--- config.mk ---
export PLATFORM = sky130hd
export DESIGN_NAME = wb_pc_stage
export DESIGN_NICKNAME = d
export VERILOG_FILES = /design/src/rtl/y86_pkg.sv /design/src/rtl/y86_regfile.sv /design/src/rtl/wb_pc_stage.sv
export SDC_FILE = /design/constraint.sdc
export NUM_CORES = 2
export LEC_CHECK = 0
export ABC_AREA = 1
export CORE_MARGIN = 8
export CORE_UTILIZATION = 30
export DETAILED_ROUTE_END_ITERATION = 6
export HOLD_SLACK_MARGIN = 0.15
export PLACE_DENSITY = 0.47
export SLEW_MARGIN = 30
export SYNTH_ARGS = -nofsm -noshare
export SYNTH_HDL_FRONTEND = slang
export SYNTH_SLANG_ARGS = --single-unit
--- constraint.sdc ---
create_clock -name clk -period 45.2 [get_ports clk]
set_input_delay 9.04 -clock clk [delete_from_list [all_inputs] [get_ports clk]]
set_output_delay 9.04 -clock clk [all_outputs]
set_load 0.01 [all_outputs]
--- src/rtl/y86_pkg.sv ---
// Shared Y86-64 constants: instruction codes, status codes and register specifiers.
package y86_pkg;

    localparam logic [3:0] I_HALT   = 4'h0;
    localparam logic [3:0] I_NOP    = 4'h1;
    localparam logic [3:0] I_RRMOVQ = 4'h2;
    localparam logic [3:0] I_IRMOVQ = 4'h3;
    localparam logic [3:0] I_RMMOVQ = 4'h4;
    localparam logic [3:0] I_MRMOVQ = 4'h5;
    localparam logic [3:0] I_OPQ    = 4'h6;
    localparam logic [3:0] I_JXX    = 4'h7;
    localparam logic [3:0] I_CALL   = 4'h8;
    localparam logic [3:0] I_RET    = 4'h9;
    localparam logic [3:0] I_PUSHQ  = 4'hA;
    localparam logic [3:0] I_POPQ   = 4'hB;

    localparam logic [2:0] S_AOK = 3'd1;
    localparam logic [2:0] S_HLT = 3'd2;
    localparam logic [2:0] S_ADR = 3'd3;
    localparam logic [2:0] S_INS = 3'd4;

    localparam logic [3:0] R_NONE = 4'hF;
    localparam logic [3:0] R_RSP  = 4'h4;

    typedef enum logic [2:0] {
        StAok = S_AOK,
        StHlt = S_HLT,
        StAdr = S_ADR,
        StIns = S_INS
    } stat_e;

endpackage

--- src/rtl/y86_regfile.sv ---
// 15x64 Y86-64 register file: two combinational read ports, two write ports (M wins on collision).
module y86_regfile
    import y86_pkg::*;
#(
    parameter logic [63:0] STACK_BASE = 64'h0
) (
    input  logic        clk,
    input  logic        rst,
    input  logic [3:0]  src_a_i,
    input  logic [3:0]  src_b_i,
    output logic [63:0] rval_a_o,
    output logic [63:0] rval_b_o,
    input  logic [3:0]  dst_e_i,
    input  logic [63:0] val_e_i,
    input  logic [3:0]  dst_m_i,
    input  logic [63:0] val_m_i
);

    logic [63:0] regs_q [15];

    always_ff @(posedge clk or posedge rst) begin
        if (rst) begin
            for (int i = 0; i < 15; i++) begin
                regs_q[i] <= (4'(i) == R_RSP) ? STACK_BASE : 64'h0;
            end
        end else begin
            // R_NONE never matches an index below 15, so those writes drop out.
            for (int i = 0; i < 15; i++) begin
                if (dst_m_i == 4'(i)) begin
                    regs_q[i] <= val_m_i;
                end else if (dst_e_i == 4'(i)) begin
                    regs_q[i] <= val_e_i;
                end
            end
        end
    end

    assign rval_a_o = (src_a_i == R_NONE) ? 64'h0 : regs_q[src_a_i];
    assign rval_b_o = (src_b_i == R_NONE) ? 64'h0 : regs_q[src_b_i];

endmodule

--- src/rtl/wb_pc_stage.sv ---
// SEQ Y86-64 write-back / PC-update stage: register commit, next PC, sticky status, retire count.
// Define WB_RETIRE_CNT_EN to implement the retired-instruction counter; otherwise retired is 0.
module wb_pc_stage
    import y86_pkg::*;
#(
    parameter logic [63:0] RESET_PC   = 64'h0,
    parameter logic [63:0] STACK_BASE = 64'h0
) (
    input  logic        clk,
    input  logic        rst,
    input  logic [3:0]  icode,
    input  logic        Cnd,
    input  logic [3:0]  rA,
    input  logic [3:0]  rB,
    input  logic [63:0] valE,
    input  logic [63:0] valM,
    input  logic [63:0] valC,
    input  logic [63:0] valP,
    input  logic        instr_valid,
    input  logic        imem_error,
    input  logic        dmem_error,
    input  logic [3:0]  srcA,
    input  logic [3:0]  srcB,
    output logic [63:0] rvalA,
    output logic [63:0] rvalB,
    output logic [63:0] pc,
    output logic [2:0]  stat,
    output logic [63:0] retired
);

    stat_e       state_q, state_d;
    stat_e       inst_stat;
    logic        commit;
    logic [3:0]  dst_e, dst_m;
    logic [63:0] pc_q, pc_d;

    always_comb begin
        dst_e = R_NONE;
        dst_m = R_NONE;
        unique case (icode)
            I_RRMOVQ:                        dst_e = Cnd ? rB : R_NONE;
            I_IRMOVQ, I_OPQ:                 dst_e = rB;
            I_CALL, I_RET, I_PUSHQ, I_POPQ:  dst_e = R_RSP;
            default:                         dst_e = R_NONE;
        endcase
        if (icode == I_MRMOVQ || icode == I_POPQ) begin
            dst_m = rA;
        end
    end

    always_comb begin
        if (imem_error || dmem_error) begin
            inst_stat = StAdr;
        end else if (!instr_valid) begin
            inst_stat = StIns;
        end else if (icode == I_HALT) begin
            inst_stat = StHlt;
        end else begin
            inst_stat = StAok;
        end
    end

    assign commit = (state_q == StAok) && (inst_stat == StAok);

    always_comb begin
        state_d = state_q;
        if (state_q == StAok) begin
            state_d = inst_stat;
        end
    end

    always_comb begin
        pc_d = pc_q;
        if (commit) begin
            if (icode == I_CALL || (icode == I_JXX && Cnd)) begin
                pc_d = valC;
            end else if (icode == I_RET) begin
                pc_d = valM;
            end else begin
                pc_d = valP;
            end
        end
    end

    always_ff @(posedge clk or posedge rst) begin
        if (rst) begin
            state_q <= StAok;
            pc_q    <= RESET_PC;
        end else begin
            state_q <= state_d;
            pc_q    <= pc_d;
        end
    end

`ifdef WB_RETIRE_CNT_EN
    logic [63:0] retired_q;

    always_ff @(posedge clk or posedge rst) begin
        if (rst) begin
            retired_q <= 64'h0;
        end else if (commit) begin
            retired_q <= retired_q + 64'h1;
        end
    end

    assign retired = retired_q;
`else
    assign retired = 64'h0;
`endif

    y86_regfile #(
        .STACK_BASE(STACK_BASE)
    ) u_regfile (
        .clk      (clk),
        .rst      (rst),
        .src_a_i  (srcA),
        .src_b_i  (srcB),
        .rval_a_o (rvalA),
        .rval_b_o (rvalB),
        .dst_e_i  (commit ? dst_e : R_NONE),
        .val_e_i  (valE),
        .dst_m_i  (commit ? dst_m : R_NONE),
        .val_m_i  (valM)
    );

    assign pc   = pc_q;
    assign stat = state_q;

endmodule

==> results by group <==
Power
  • Standby leakage power: approximately 0.041 uW
  • Total power density per cell area: roughly 29 nW/um^2
  • Maximum ir drop on the vdd rail: between 0.04 and 0.05 mV

Floorplanning
  • Die extent in y: roughly 500 um
  • Placeable core region: approximately 240000 um^2
  • Number of placement rows: approximately 180
  • Die area: ~250000 um^2
  • Die span in x: roughly 500 um
  • Number of I/O pins: 541
  • Initial core utilization: between 30% and 40%

STA
  • Setup-failing EPs final: 0
  • Final Hold Violating Endpoints: 0
  • Fin Setup TNS: 0 ps
  • Slew @ Worst Pin: 1206 ps
  • Setup repair after global routing missed its margin: no
  • Final worst slack: around 22000 ps
  • Final worst clock skew: ~25 ps
  • F_max: between 0.04 and 0.05 GHz
  • Portion of the clock cycle consumed by the worst path in the final layout: 50.87%
  • Pins Over Slew Limit: 0
  • Min Tclk post-route: roughly 23000 ps
  • Slew headroom: slightly below 20%

Worst setup path
  • Cells along the critical path: buf_6 > nand2_4 > inv_6 > buf_4 > buf_4 > nand2_1 > nand4_1 > nand2_1 > o21ai_0 > clkdlybuf4s50_1
  • Worst path slowest cell: sky130_fd_sc_hd__buf_4
  • Critical Path RT: ~36000 ps
  • Peak fanout along the critical path: 51
  • First element of the critical path: srcA[0]
  • Critical Path Max Stage Delay: approximately 770 ps
  • CP delay by family, top: buffers and inverters
  • Kind of critical path: input pin to primary output
  • Worst endpoint data arrival time: about 14000 ps
  • Startpoint of the most critical register-to-register path: stat[0]
  • Crit start category: input pin
  • Type of element capturing the critical path: primary output
  • Count of buffering cells on the critical path with inverters included: 5

CTS
  • Clock sink count: 1027
  • Maximum number of buffers from clock root to sink: 3
  • Cells resized by post-CTS repair: 0
  • Hold buffer count at cts: 0
  • Number of setup buffers added after CTS: 0
  • Clock Pin Slew Worst Setup and Hold Paths: roughly 60 ps
  • Buffer type at the clock tree root: sky130_fd_sc_hd__clkbuf_16
  • H-tree depth: 4
  • Total clock buffers created by CTS: approximately 130
  • TritonCTS clock tree: done
  • Clock latency on the worst-skew pair: 820 ps

Finish
  • Ratio of cells with drive above 1 in the final layout: ~4.7%
  • Number of nets in the finished design: roughly 11000
  • Multi-input combinational cell area: between 30000 and 40000 um^2
  • Fillcell total: 25420
  • Area taken by flip-flops and latches: approximately 26000 um^2
  • Layout Cell Area excl Fill: 81640 um^2
  • Area added between synthesis and finish: 15.13%
  • Post-Layout Cell Count: 14290

Run
  • Number of maximum-capacitance constraint violations: 0

Placement
  • DP Area: approximately 77000 um^2
  • Setup WS pre-CTS: ~23000 ps
  • DP Cell Count: 14020
  • Half-perimeter wire length after placement: about 250000 um
  • # port buffers: between 400 and 500
  • Global placement routability congestion: roughly 0.90

Synth
  • Post-synthesis area per instance: 6.260 um^2
  • Sequential area share after synthesis: between 30% and 40%
  • Mapped Area: between 70000 and 80000 um^2
  • Cells after Synth: 11330
  • Synth Warn #: 0
  • Count of cell types in the netlist: 35
  • Register bit total from synthesis: 1027

Route
  • DR pass1 iterations: 7
  • DR vias/cell: roughly 6
  • Via total after detailed routing: 85470
  • Antenna-violating nets left: 0
  • Drc violations: 0
  • Aggregate routed wire length: 447700 um
  • Number of design-rule violations left by the first detailed-router iteration: ~13000
  • WL/cell: about 31 um

Run status
  • Run status: finished, final reports clean

GRT
  • Vias in the first global route: between 80000 and 90000
  • Global-route wire length before repair: ~620000 um
  • Global-route usage over all layers: 33.83%
  • Antenna violations before repair: between 50 and 60
  • Overflow left after global routing: 0
  • Maximum number of pins on one net before global-route repair: 199

Worst hold path
  • Worst hold path class: register to register
  • Hold path startpoint: pc[60]
-- sequential cells by signal, indices dropped and copies added (netlist names) --
| signal | flops |
|---|---|
| stat | 3 |
| u_regfile.regs_q | 960 |
| pc | 64 |
-- worst paths after layout --
| path | end | slack [ps] | cells after the start |
|---|---|---|---|
| max reg2reg | u_regfile.regs_q[4] | 39200 | 11 |
| min reg2reg | pc[60] | 480 | 2 |
| min in group asynchronous | u_regfile.regs_q[425] | 8750 | 2 |
| min | pc[60] | 480 | 2 |
| max | rvalA[16] | 22210 | 10 |
| max in group asynchronous | u_regfile.regs_q[394] | 33060 | 7 |
-- placed cells by master, fill, tap and decap left out, types with 140 or more instances in the layout --
| cell type | count |
|---|---|
| sky130_fd_sc_hd__o211ai_1 | 222 |
| sky130_fd_sc_hd__clkdlybuf4s50_1 | 446 |
| sky130_fd_sc_hd__a21oi_1 | 406 |
| sky130_fd_sc_hd__dfrtp_1 | 1026 |
| sky130_fd_sc_hd__clkbuf_16 | 140 |
| sky130_fd_sc_hd__o21ai_0 | 575 |
| sky130_fd_sc_hd__buf_4 | 163 |
| sky130_fd_sc_hd__inv_1 | 382 |
| sky130_fd_sc_hd__nand3_1 | 1629 |
| sky130_fd_sc_hd__nand2_1 | 5177 |
| sky130_fd_sc_hd__nor2_1 | 178 |
-- where the power goes --
part	switching (uW)	total (uW)	internal, uW
Sequential	0	919	919
Combinational	235	323	88.0
Clock	479	1120	639
Total	714	2360	1650
-- logic make-up after synthesis --
| logic type | Yosys count | share of synthesized area (%) |
|---|---|---|
| AND/OR/NAND/NOR | 7145 | 41.08 |
| flip-flops | 1027 | 36.24 |
| other | 1 | 0.005288 |
| buffers and inverters | 1580 | 9.187 |
| AO/OA/AOI/OAI | 1575 | 13.49 |
-- cell usage after synthesis (all sizes together) --
library cell     n  area share [%]
nor2           198             1.1
o21ai          577             4.1
buf            479             3.4
dfstp            1           0.037
o21bai           1           0.011
a21boi           1           0.011
o2111ai         64            0.79
o211ai         224             2.4
o22ai           10           0.088
a221oi          17            0.21
or2              1          0.0088
nand4           84            0.75
a31oi           24            0.21
a31o             1           0.012
a32oi            1           0.012
clkbuf         700             3.7
inv            401             2.1
nand2         5233              28
a21oi          408             2.9
conb             1          0.0053
nand3         1629              11
a211oi           7           0.074
a2bb2oi          4           0.049
dfrtp         1026              36
o221ai          98             1.2
a22oi          138             1.5
-- layer usage --
metal / routed length, um / global-route usage (%) / share of wire [%]
met1: 167400 / 41.54 / 37
met2: 185700 / 49.99 / 41
met3: 60600 / 12.08 / 14
met4: 33790 / 22.07 / 7.5
met5: 169 / 0 / 0.038
-- stage by stage --
step,total power [uW],util (%),hold WS [ps]
after floorplan,1099,-,475.5
after global placement,1245,32.74,462.3
after detailed placement,1247,32.79,465.0
after CTS,2353,34.64,481.3
after global routing,2409,34.69,493.2
final,2361,34.72,476.5
-- area by class of cell --
type,instances,area share [%]
Antenna cell,34,0.1042
Sequential cell,1027,31.48
Timing Repair Buffer,666,7.892
Multi-Input combinational cell,8784,48.44
Clock inverter,31,0.3847
Clock buffer,201,4.951
Tap cell,3150,4.827
Inverter,401,1.922
-- tightest hold or removal path: cells and delay by family, from the launching register on --
kind | cells | cell delay [ps]
and+or+nand+nor | 2 | 110
DFF | 1 | 340
Note: power is estimated with default switching activity, not from simulation.
